## config.mk

```make
export PLATFORM = sky130hd
export DESIGN_NAME = ttc_stream_gen
export DESIGN_NICKNAME = d
export VERILOG_FILES = /design/src/rtl/ttc_stream_gen.sv
export SDC_FILE = /design/constraint.sdc
export NUM_CORES = 1
export LEC_CHECK = 0
export ABC_AREA = 1
export ABC_CLOCK_PERIOD_IN_PS = 3750
export BUFFER_PORTS_ARGS = -buffer_cell sky130_fd_sc_hd__buf_4
export CORE_MARGIN = 8
export CORE_UTILIZATION = 40
export DETAILED_ROUTE_END_ITERATION = 6
export SLEW_MARGIN = 20
export SYNTH_ARGS = -nofsm -noshare
export SYNTH_HDL_FRONTEND = slang
export SYNTH_SLANG_ARGS = --single-unit
```

## constraint.sdc

```tcl
create_clock -name clksend -period 3.75 [get_ports clksend]
set_clock_uncertainty 0.2 [all_clocks]
set_input_delay 0.75 -clock clksend [delete_from_list [all_inputs] [get_ports clksend]]
set_output_delay 0.75 -clock clksend [all_outputs]
set_load 0.1 [all_outputs]
```

## src/rtl/ttc_stream_gen.sv

```systemverilog
// ttc_stream_gen: serial TTC frame generator, NRZ, MSB first, back-to-back frames
// Ports: clksend/rstin (async, active-high) clock and reset; enable run request;
//   mode word source (0/3 sequence, 1 external handshake, 2 rotate);
//   word_in/word_valid/word_ready external word handshake; serial_out bit stream;
//   frame_start first-bit strobe; frame_count frames started; underrun mode-1 starvation pulse.
// Build option: define TTC_GEN_PARITY_EN to append an even-parity bit to every frame.
module ttc_stream_gen #(
  parameter int FRAME_W = 16,
  parameter int REPEAT = 16,
  parameter logic [FRAME_W-1:0] INIT_WORD = 16'h817E,
  parameter logic [FRAME_W-1:0] SEQ_INIT = 16'hF0F0,
  parameter logic [FRAME_W-1:0] IDLE_WORD = 16'hAAAA,
  parameter int CNT_W = 16
) (
  input  logic               clksend,
  input  logic               rstin,
  input  logic               enable,
  input  logic [1:0]         mode,
  input  logic [FRAME_W-1:0] word_in,
  input  logic               word_valid,
  output logic               word_ready,
  output logic               serial_out,
  output logic               frame_start,
  output logic [CNT_W-1:0]   frame_count,
  output logic               underrun
);
`ifdef TTC_GEN_PARITY_EN
  localparam int LEN = FRAME_W + 1;
`else
  localparam int LEN = FRAME_W;
`endif
  localparam int BW = $clog2(LEN + 1);
  localparam int RW = $clog2(REPEAT + 1);
  typedef enum logic {IDLE, RUN} state_t;
  state_t state;
  logic [BW-1:0] bit_cnt;
  logic [RW-1:0] rep_cnt;
  logic [FRAME_W-1:0] seq, word, shreg, next_word;
  logic frame_end, new_word, seq_step;
  // frame_end is the edge at which the last bit of the frame is on serial_out
  assign frame_end = state == RUN && bit_cnt == BW'(LEN - 1);
  assign new_word = rep_cnt == RW'(REPEAT - 1);
  assign word_ready = frame_end && enable && new_word && mode == 2'd1;
  assign seq_step = new_word && mode != 2'd1 && mode != 2'd2;
  always_comb
    next_word = !new_word ? word :
                mode == 2'd2 ? {word[FRAME_W-2:0], word[FRAME_W-1]} :
                mode == 2'd1 ? (word_valid ? word_in : IDLE_WORD) : seq;
  always_ff @(posedge clksend or posedge rstin) begin
    if (rstin) begin
      state <= IDLE;
      serial_out <= 1'b0;
      frame_start <= 1'b0;
      underrun <= 1'b0;
      frame_count <= '0;
      bit_cnt <= '0;
      rep_cnt <= '0;
      seq <= SEQ_INIT;
      word <= INIT_WORD;
      shreg <= '0;
    end else begin
      frame_start <= 1'b0;
      underrun <= 1'b0;
      if (state == IDLE) begin
        serial_out <= 1'b0;
        if (enable) begin
          state <= RUN;
          serial_out <= INIT_WORD[FRAME_W-1];
          frame_start <= 1'b1;
          shreg <= INIT_WORD << 1;
          word <= INIT_WORD;
          bit_cnt <= '0;
          rep_cnt <= '0;
          frame_count <= frame_count + 1'b1;
        end
      end else if (frame_end) begin
        bit_cnt <= '0;
        if (!enable) begin
          state <= IDLE;
          serial_out <= 1'b0;
        end else begin
          frame_start <= 1'b1;
          frame_count <= frame_count + 1'b1;
          rep_cnt <= new_word ? '0 : rep_cnt + 1'b1;
          word <= next_word;
          serial_out <= next_word[FRAME_W-1];
          shreg <= next_word << 1;
          seq <= seq_step ? seq + 1'b1 : seq;
          underrun <= word_ready & ~word_valid;
        end
      end else begin
        bit_cnt <= bit_cnt + 1'b1;
        shreg <= shreg << 1;
`ifdef TTC_GEN_PARITY_EN
        // after the last data bit the even-parity bit of the frame's word follows
        serial_out <= bit_cnt == BW'(FRAME_W - 1) ? ^word : shreg[FRAME_W-1];
`else
        serial_out <= shreg[FRAME_W-1];
`endif
      end
    end
  end
endmodule

```

[Word-level counts from Yosys, hierarchy flattened]
Index checks and enable logic that the tools add are counted.
Word-level totals
  flip-flop bits (word level): 78
  bits of input ports: 22
  output and inout port bits: 20
  logic and storage cells: 67
Operators by class
  add/subtract/negate cells: 4
  equality and inequality tests: 8
  multiplexer cells: 33
  bitwise logic cells: 2
  reduce and logical (&&, ||, !) cells: 10
Operator list (count)
  16-bit 2-to-1 mux: 15
  5-bit 2-to-1 mux: 7
  16-bit by 1-bit adder with 16-bit output (second input constant): 2
  1-bit 2-to-1 mux: 11
  5-bit by 1-bit adder with 5-bit output (second input constant): 2
  5-bit by 4-bit equality test with 1-bit output (second input constant): 2
  1-bit logical AND: 6
  2-bit by 1-bit != test with 1-bit output (second input constant): 2
  2-bit != test (second input constant): 2
  4-bit AND reduction: 1
  3-bit AND reduction: 1
  2-bit by 1-bit equality test with 1-bit output (second input constant): 1
  2-bit equality test (second input constant): 1
  2-bit AND reduction: 1
  2-bit nonzero test: 1
  1-bit bitwise AND: 1
  1-bit NOT: 1

[Longest topological paths before layout]
Gate-level depths: netlist (run 1).
  word-level depth: 9
  gate-level depth with buffers: 11
  depth with buffers taken out: 11

[Least setup slack after synthesis (run 1)]
No wires, ideal clock.
  path kind: input port to output port
  from: in mode[0]
  to: out word_ready
  arrival: 2.519 ns
  required time: 2.800 ns
  slack: 0.281 ns
  stages: 5
  buffers on the path: 1
  cells stage by stage: inv_1 > nor2_2 > buf_2 > nand2_1 > nor2_1
Between the ends
  word-level cells in the longest chain between the ends: 2
Ends and longest elaborated chain
  start: declaration: line 18  | input logic [1:0] mode,
  2-bit by 1-bit equality test with 1-bit output: line 43  | assign word_ready = frame_end && enable && new_word && mode == 2'd1;
  1-bit logical AND: line 43
  end: declaration: line 21  | output logic word_ready,
No other way between the ends.

[Worst setup path in the final report (run 1)]
  from: reg bit_cnt[0]
  to: out word_ready
Between the ends
  word-level cells in the longest chain between the ends: 5
Ends and longest elaborated chain
  start: declaration: line 36  | logic [BW-1:0] bit_cnt;
  start signal: assignment: line 92  | bit_cnt <= bit_cnt + 1'b1;
  5-bit by 4-bit equality test with 1-bit output: line 41  | assign frame_end = state == RUN && bit_cnt == BW'(LEN - 1);
  1-bit logical AND: line 41
  1-bit logical AND (3 in a row): line 43
No other way between the ends.

==> results of run 1 <==
## critical path, cell delays in order (launching register included)
cell     delay (ns)
dfrtp_1        0.39
ha_1           0.21
nand2_1        0.08
inv_2          0.08
nand3_4        0.10
nor2_8         0.27
nand2_2        0.13
nor2_1         0.11
buf_4          0.30
## layout by cell type, fill, tap and decap left out
cell type / count
nand2_1: 201
nor2_1: 71
dfrtp_1: 61
inv_1: 54
buf_4: 46
nand3_1: 41
o21ai_0: 36
a21oi_1: 20
xor2_1: 16
dfstp_2: 16
clkbuf_8: 11
nor3_1: 9
nand4_1: 8
nor2_2: 7
o22ai_1: 6
inv_2: 5
nand2_2: 5
xnor2_1: 5
ha_1: 4
o21ai_1: 3
a22oi_1: 3
clkinv_2: 3
nand3_2: 2
or2_2: 2
nand3_4: 1
nor2_8: 1
nor2_4: 1
and2_1: 1
a22o_1: 1
o31ai_2: 1
o31ai_1: 1
clkinvlp_4: 1
clkbuf_1: 1
buf_12: 1
## worst max-delay path by stage
stage,from,to,slack (ns),depth (start not counted)
after global routing,bit_cnt[0],word_ready,0.62,8
after detailed placement,mode[0],word_ready,1.11,7
after global placement,bit_cnt[0],word_ready,1.14,8
final,bit_cnt[0],word_ready,0.79,8
after floorplan,mode[0],word_ready,0.28,5
after CTS,bit_cnt[0],word_ready,0.74,8
## report_power, final
group | switching (W) | total (W) | internal, W | leakage [nW]
Sequential | 0.000161 | 0.00123 | 0.00106 | 0.939
Combinational | 0.000727 | 0.00105 | 0.000328 | 1.39
Clock | 0.000303 | 0.000577 | 0.000274 | 0.0921
## stage by stage
stage	setup WS (ns)	instance area (sq um)	utilization [%]	hold WS (ns)	total power [W]
final	0.7884	4989	46.43	0.2859	0.002857
after global routing	0.6185	4989	46.43	0.3074	0.003063
after CTS	0.7351	4989	46.43	0.2879	0.002886
after detailed placement	1.111	4811	44.77	0.2660	0.002292
after global placement	1.140	4811	44.77	0.2631	0.002277
after floorplan	0.2807	4383	-	0.2437	0.002053
## layout make-up
type / instances / area [sq um]
clock inverters: 4 / 22.52
inverters: 59 / 221.5
repair buffers: 47 / 365.4
clock buffers: 12 / 155.1
flip-flops and latches: 77 / 1947
multi-input cells: 446 / 2102
fillers: 1117 / 5757
well taps: 140 / 175.2
## cell families (layout without fill, tap and decap cells)
family	count (synthesis)	after routing	synth area share (%)
AND/OR/NAND/NOR	350	350	33.86
flip-flops	77	77	44.42
buffers and inverters	75	122	7.622
AO/OA/AOI/OAI	71	71	8.764
XOR/XNOR	21	21	4.196
adder cells (fa/ha/maj)	4	4	1.142
## layer usage
metal  track usage [%]  vias up
met4             6.245        0
met1             22.52     1839
met3             2.984       15
met5                 0        -
met2             24.63      115
li1                  -     1974
## flip-flops by register name (all words and copies together) (netlist names)
| signal | count |
|---|---|
| rep_cnt | 5 |
| bit_cnt | 5 |
| seq | 16 |
| serial_out | 1 |
| underrun | 1 |
| word | 16 |
| shreg | 15 |
| frame_start | 1 |
| state | 1 |
| frame_count | 16 |
==> flow_metrics.py, run 1 <==
metrics = {
    "placement": {
        "gp_congestion": 0.9513,
        "placedCellCount": 769,
        "numPortBuffers": 41,
        "hpwl_um": 8230,
    },
    "synthesis": {
        "synthArstFlopShare_pct": 100.0,
        "synth_common_cells": "201 x nand2_1, 71 x nor2_1, 61 x dfrtp_1",
        "ys.flop_type": "dfrtp_1",
        "yosysTopAreaCellShare_pct": 34.83,
        "syn-instance-count": 598,
        "synth_top_area_cell": "dfrtp_1",
        "synth.most_common_cell": "nand2_1",
        "synth_edf_count": 0,
        "yosysWarnings": 0,
        "ys_seq_area_share_pct": 44.42,
        "synth_area_sq_um": 4383,
        "ys_ff_latch": 77,
        "yosysUniqueCellTypes": 33,
        "synth_area_leaders": "dfrtp_1 35%, nand2_1 17%, dfstp_2 9.6%",
        "synth_area_per_cell_sq_um": 7.329,
        "syn_nets": 624,
    },
    "floorplanning": {
        "core.rowCount": 38,
        "initial_core_util_pct": 40.79,
        "dieArea_sq_um": 14560,
        "fp.dieH_um": 120.7,
        "ios": 42,
        "die_width_um": 120.7,
        "core_area_sq_um": 10750,
    },
    "route": {
        "first_iter_violations": 375,
        "wl_per_cell_um": 14.38,
        "wirelength_um": 11290,
        "vias": 3943,
        "antenna_left": 0,
        "drcViolationCount": 0,
        "met3WireLength_um": 727,
        "via_per_inst": 5.023,
        "drt_first_pass_iters": 5,
        "wl_met2_um": 5102,
        "top_layer_used": "met4",
        "met1Wirelength_um": 5255,
    },
    "clocking": {
        "root_buffer": "clkbuf_8",
        "cts_buffers": 9,
        "cts_buffer_depth": 2,
        "clk_pin_slew_ns": 0.07,
        "cts_tree": "built",
        "htreeDepth": 3,
        "holdBufCountCts": 0,
        "cts.sinks": 77,
        "cts_setup_buffers": 0,
        "clock_latency_ns": 0.35,
        "cts_resized": 0,
    },
    "power": {
        "p_leak_nw": 2.422,
        "p_per_area_nw_per_um2": 572.7,
        "ir_drop_uv": 369.8,
    },
    "sta": {
        "fin_crit_sh_pct": 78.98,
        "finalHoldViolations": 0,
        "worstMarginPinSlew_ns": 0.8310,
        "slew_viol_final": 0,
        "rsz0062_at_grt": "no",
        "setup_viol": 0,
        "tns_ns": 0,
        "maxSlewHeadroom_pct": 44.52,
        "finalCriticalPeriod_ns": 2.962,
        "fmax_ghz": 0.3377,
    },
    "global_route": {
        "grt_pass1_wl_um": 19020,
        "antenna_found_initial": 0,
        "grt_use_total_pct": 16.25,
        "grt_max_degree": 42,
        "grt-ovfl-total": 0,
        "grt_pass1_vias": 3808,
    },
    "worst_setup_path": {
        "startpoint_type": "flop",
        "r2r_cells": 8,
        "crit_fanout": 17,
        "cp.required_ns": 2.80,
        "r2r-end": "seq[10]",
        "regToRegSetupSlack_ns": 1.44,
        "crit_arrival_ns": 2.01,
        "critPathKind": "flop to output port",
        "worstSetupEndpointType": "output port",
        "r2r-start": "bit_cnt[0]",
    },
    "finish": {
        "instances_no_fill": 785,
        "nets": 666,
        "antenna_cells": 0,
        "final_layout_size_suffix_gt1_share_pct": 15.97,
        "syn_to_final_growth_pct": 13.82,
    },
    "worst_hold_path": {
        "hold_class": "flop to flop",
        "hold_depth": 2,
        "worst_hold_startpoint": "seq[7]",
        "holdPathEnd": "seq[7]",
    },
    "status": {
        "status": "completed",
    },
    "run": {
        "cap_violations": 0,
    },
}
Note: power is estimated with default switching activity, not from simulation.
==> inputs of run 2 (changes only) <==
Settings changed: ABC_CLOCK_PERIOD_IN_PS 3750 to 2500.
Clock period 3.75 ns to 2.5 ns, I/O delays scaled along.
==> run 2 against run 1 <==
Net effect: cell area is 2.9% higher; core utilization rose by 1.4 points; clock power up 96%; count of clock-buffer cells in the layout is 1 lower; first-iteration DRC count fell by 14%; global-route usage is 0.076 points lower; non-clock buffer count grew 8; combinational power up 57%; critical path type unchanged; critical endpoint unchanged; largest cell class unchanged; largest power group unchanged.
==> flow_metrics.py, run 2 (synthesis results as in run 1) <==
metrics = {
    "clocking": {
        "cts_tree": "built",
        "cts_buffers": 9,
        "clock_latency_ns": 0.36,
        "cts_buffer_depth": 2,
        "htreeDepth": 3,
        "clk_pin_slew_ns": 0.08,
        "cts.sinks": 77,
        "root_buffer": "clkbuf_8",
    },
    "global_route": {
        "antenna_found_initial": 0,
        "grt_busiest_layer": "met2",
        "grt_max_degree": 42,
        "grt_use_total_pct": 16.17,
        "grt_pass1_wl_um": 18950,
        "grtUsageMet3_pct": 3.170,
        "grtUsageMet1_pct": 22.22,
        "grt-ovfl-total": 0,
        "use_met2_pct": 25.32,
        "grt_pass1_vias": 3730,
    },
    "power": {
        "power.total_w": 0.004608,
        "p_leak_nw": 2.481,
        "ir_drop_uv": 539.0,
        "p_per_area_nw_per_um2": 897.5,
    },
    "worst_setup_path": {
        "crit_arrival_ns": 1.69,
        "cp.required_ns": 1.80,
        "worstSetupEndpointType": "output port",
        "startpoint_type": "flop",
        "critPathLaunch": "rep_cnt[1]",
        "r2r-start": "bit_cnt[1]",
        "critPathKind": "flop to output port",
        "crit_fanout": 3,
    },
    "sta": {
        "finalCriticalPeriod_ns": 2.392,
        "fmax_ghz": 0.4181,
        "fin_crit_sh_pct": 95.67,
        "rsz0062_at_grt": "no",
        "tns_ns": 0,
        "slew_viol_final": 0,
        "finalHoldViolations": 0,
        "maxSlewHeadroom_pct": 58.28,
        "worstMarginPinSlew_ns": 0.6235,
        "holdWs_ns": 0.2413,
        "setup_viol": 0,
    },
    "route": {
        "first_iter_violations": 321,
        "wl_per_cell_um": 14.35,
        "drcViolationCount": 0,
        "wirelength_um": 11380,
        "vias": 4001,
        "drt_first_pass_iters": 5,
        "antenna_left": 0,
        "via_per_inst": 5.045,
    },
    "floorplanning": {
        "fp.dieH_um": 120.7,
        "die_width_um": 120.7,
        "core.rowCount": 38,
        "core_area_sq_um": 10750,
        "dieArea_sq_um": 14560,
        "initial_core_util_pct": 40.79,
        "ios": 42,
    },
    "finish": {
        "top_regs": "frame_count: 16 flops, seq: 16 flops, word: 16 flops",
        "nets": 674,
        "finish.utilization_pct": 47.78,
        "multiInputGateArea_sq_um": 2115,
        "stdcell_area_sq_um": 5134,
        "seqCellArea_sq_um": 1947,
        "final_layout_size_suffix_gt1_share_pct": 17.15,
        "final_common_cell": "nand2_1",
        "syn_to_final_growth_pct": 17.13,
        "final_cell_mix": "201 x nand2_1, 70 x nor2_1, 61 x dfrtp_1, 54 x inv_1, 52 x buf_4",
        "fill_cells": 1086,
        "antenna_cells": 0,
    },
    "run": {
        "cap_violations": 0,
    },
    "placement": {
        "dpl_cell_area_sq_um": 4860,
        "gp_congestion": 0.9386,
        "numPortBuffers": 41,
        "hpwl_um": 8523,
    },
    "worst_hold_path": {
        "hold_class": "primary input to flop",
        "worst_hold_startpoint": "word_valid",
    },
    "status": {
        "status": "completed",
    },
}
-- run 2: power by group --
group	internal [W]	leakage [nW]	switching [W]
combinational	0.000529	1.42	0.00112
sequential	0.00160	0.939	0.000232
clock	0.000661	0.117	0.000467
total	0.00279	2.48	0.00182
-- run 2: worst max-delay path, stage by stage, from the launching register on --
cell	delay, ns
dfrtp_1	0.38
ha_2	0.22
nand3_1	0.12
nor2_2	0.17
nand2_1	0.13
nor2_4	0.15
buf_12	0.18
-- run 2: area by class of cell --
| type | instances | area share (%) |
|---|---|---|
| inverter | 59 | 4.387 |
| clock buffer | 11 | 2.559 |
| timing repair buffer | 55 | 8.579 |
| sequential | 77 | 37.92 |
| multi-input combinational | 446 | 41.19 |
| tap | 140 | 3.412 |
| clock inverter | 5 | 1.950 |
-- run 2: metrics by stage --
step	setup WS [ns]	instances
floorplan	0.07583	598
detailed placement	0.2778	774
global placement	0.3158	774
finish	0.1082	793
global route	0.02126	793
CTS	0.009830	791
-- run 2: routing by layer --
layer / vias to the layer above / routed length, um
li1: 1996 / -
met1: 1895 / 5368
met2: 97 / 5284
met3: 13 / 589
met4: 0 / 134
met5: - / 0
-- run 2: final timing paths --
path                         endpoint  slack, ns  cells past startpoint
max in group asynchronous     seq[14]       0.93                      4
setup / recovery           word_ready       0.11                      6
hold / removal               underrun       0.24                      2
setup reg to reg              word[2]       0.32                     10
hold reg to reg             shreg[12]       0.29                      2
min in group asynchronous   shreg[15]       0.52                      3
-- run 2: timing repair --
action | in CTS | in global routing
setup buffers | 0 | 2
setup endpoints to repair | 1 | 1
hold buffers | 1 | 0
gates cloned | 0 | 0
resized for setup | 2 | 3
hold endpoints to repair | 19 | 0
==> inputs of run 3 (changes only) <==
Settings changed: MAX_ROUTING_LAYER set to met4.
==> run 3 against run 2 <==
Net effect: via count shrank 0.70%; setup slack improved by 0.041 ns; clock power decreased by 25%; global-route usage rose by 0.82 points; cell count up 0.13%; critical endpoint unchanged.
==> flow_metrics.py, run 3 (synthesis results as in run 1) <==
metrics = {
    "status": {
        "status": "completed",
    },
    "finish": {
        "final_common_cell": "nand2_1",
        "final_layout_size_suffix_gt1_share_pct": 17.43,
        "seqCellArea_sq_um": 1947,
        "top_regs": "frame_count: 16 flops, seq: 16 flops, word: 16 flops",
        "fill_cells": 1123,
        "stdcell_area_sq_um": 5086,
        "antenna_cells": 0,
        "multiInputGateArea_sq_um": 2112,
        "syn_to_final_growth_pct": 16.04,
        "final_cell_mix": "201 x nand2_1, 70 x nor2_1, 61 x dfrtp_1, 54 x inv_1, 53 x buf_4",
        "nets": 675,
    },
    "clocking": {
        "clk_pin_slew_ns": 0.09,
        "cts_buffer_depth": 2,
        "cts.sinks": 77,
        "cts_tree": "built",
        "root_buffer": "clkbuf_8",
        "htreeDepth": 3,
        "clock_latency_ns": 0.35,
        "cts_buffers": 9,
    },
    "floorplanning": {
        "core.rowCount": 38,
        "core_area_sq_um": 10750,
        "fp.dieH_um": 120.7,
        "initial_core_util_pct": 40.79,
        "die_width_um": 120.7,
        "ios": 42,
        "dieArea_sq_um": 14560,
    },
    "power": {
        "p_leak_nw": 2.466,
        "ir_drop_uv": 542.0,
        "p_per_area_nw_per_um2": 852.4,
    },
    "route": {
        "drcViolationCount": 0,
        "wl_per_cell_um": 14.33,
        "first_iter_violations": 301,
        "vias": 3973,
        "wirelength_um": 11380,
        "antenna_left": 0,
        "drt_first_pass_iters": 5,
        "via_per_inst": 5.004,
    },
    "worst_setup_path": {
        "startpoint_type": "flop",
        "slowest_stage": "dfrtp_1",
        "cp.required_ns": 1.80,
        "crit_arrival_ns": 1.65,
        "critPathKind": "flop to output port",
        "crit_chain": "ha_2, nand2_1, inv_2, nand3_4, nor2_8, nand2_2, nor2_4, buf_12",
        "critPathLaunch": "bit_cnt[0]",
        "r2r-start": "bit_cnt[0]",
        "critical-path-max-stage-delay_ns": 0.37,
        "worstSetupEndpointType": "output port",
        "crit_fanout": 3,
    },
    "global_route": {
        "grt-ovfl-total": 0,
        "grt_pass1_wl_um": 19370,
        "grt_use_total_pct": 16.99,
        "grt_max_degree": 28,
        "antenna_found_initial": 0,
        "grt_pass1_vias": 3853,
    },
    "sta": {
        "setup_viol": 0,
        "maxSlewHeadroom_pct": 56.63,
        "worstMarginPinSlew_ns": 0.6492,
        "finalCriticalPeriod_ns": 2.351,
        "fmax_ghz": 0.4254,
        "slew_viol_final": 0,
        "fin_crit_sh_pct": 94.03,
        "tns_ns": 0,
        "setup_ws_ns": 0.1491,
        "finalHoldViolations": 0,
        "rsz0062_at_grt": "no",
    },
    "placement": {
        "hpwl_um": 8590,
        "gp_congestion": 0.9307,
        "pre_cts_ws_ns": 0.3023,
        "numPortBuffers": 41,
        "dpl_cell_area_sq_um": 4880,
    },
    "worst_hold_path": {
        "hold_class": "primary input to asynchronous set/reset pin",
    },
    "run": {
        "cap_violations": 0,
    },
}
[run 3: cell count changes in the layout (fill, tap and decap cells not counted), sizes merged]
cell / delta
clkinvlp: +1
dlygate4sd3: -1
clkinv: +2
bufinv: -3
buf: +2
[run 3: stage by stage]
step / cells / hold slack, ns / util [%] / power [W]
floorplan: 598 / 0.2437 / - / 0.003080
detailed placement: 775 / 0.2660 / 45.41 / 0.003467
global placement: 775 / 0.2639 / 45.41 / 0.003428
CTS: 791 / 0.03907 / 47.02 / 0.004326
global route: 794 / 0.06696 / 47.33 / 0.004645
finish: 794 / 0.03298 / 47.33 / 0.004336
[run 3: worst paths after layout]
kind | depth (start not counted) | end | slack [ns]
max | 8 | word_ready | 0.15
min | 2 | shreg[7] | 0.03
max reg2reg | 10 | frame_count[10] | 0.34
min reg2reg | 2 | seq[15] | 0.28
max in group asynchronous | 3 | seq[6] | 1.45
min in group clksend | 2 | underrun | 0.25
[run 3: cell type report]
class                      instances  share of cell area [%]
tap                              140                   3.444
inverter                          59                   4.428
timing repair buffer              56                   9.004
multi-input combinational        446                   41.53
sequential                        77                   38.28
clock inverter                     5                  0.5412
clock buffer                      11                   2.780
[run 3: timing repair]
action | 4_1_cts | 5_1_grt
hold buffers | 0 | 0
buffers inserted | 0 | 3
setup endpoints to repair | 1 | 1
resized for setup | 1 | 3
pin swaps | 0 | 0
[run 3: metal layers]
layer | vias up | part of all wire [%] | track usage [%]
li1 | 2006 | - | -
met1 | 1871 | 48 | 22.85
met2 | 85 | 46 | 25.39
met3 | 11 | 5.0 | 2.844
met4 | 0 | 1.2 | 5.855
met5 | - | 0 | -
[run 3: power breakdown]
| part | switching (W) | leakage (nW) | internal, W |
|---|---|---|---|
| Clock | 0.000469 | 0.0889 | 0.000382 |
| Sequential | 0.000228 | 0.939 | 0.00160 |
| Combinational | 0.00112 | 1.44 | 0.000539 |
| Total | 0.00182 | 2.47 | 0.00252 |
[run 3: critical path, delay by kind of cell (launching register included)]
kind	cells	cell delay [ns]
and+or+nand+nor	5	0.46
DFF	1	0.37
adders and majority gates	1	0.20
buffers and inverters	2	0.26
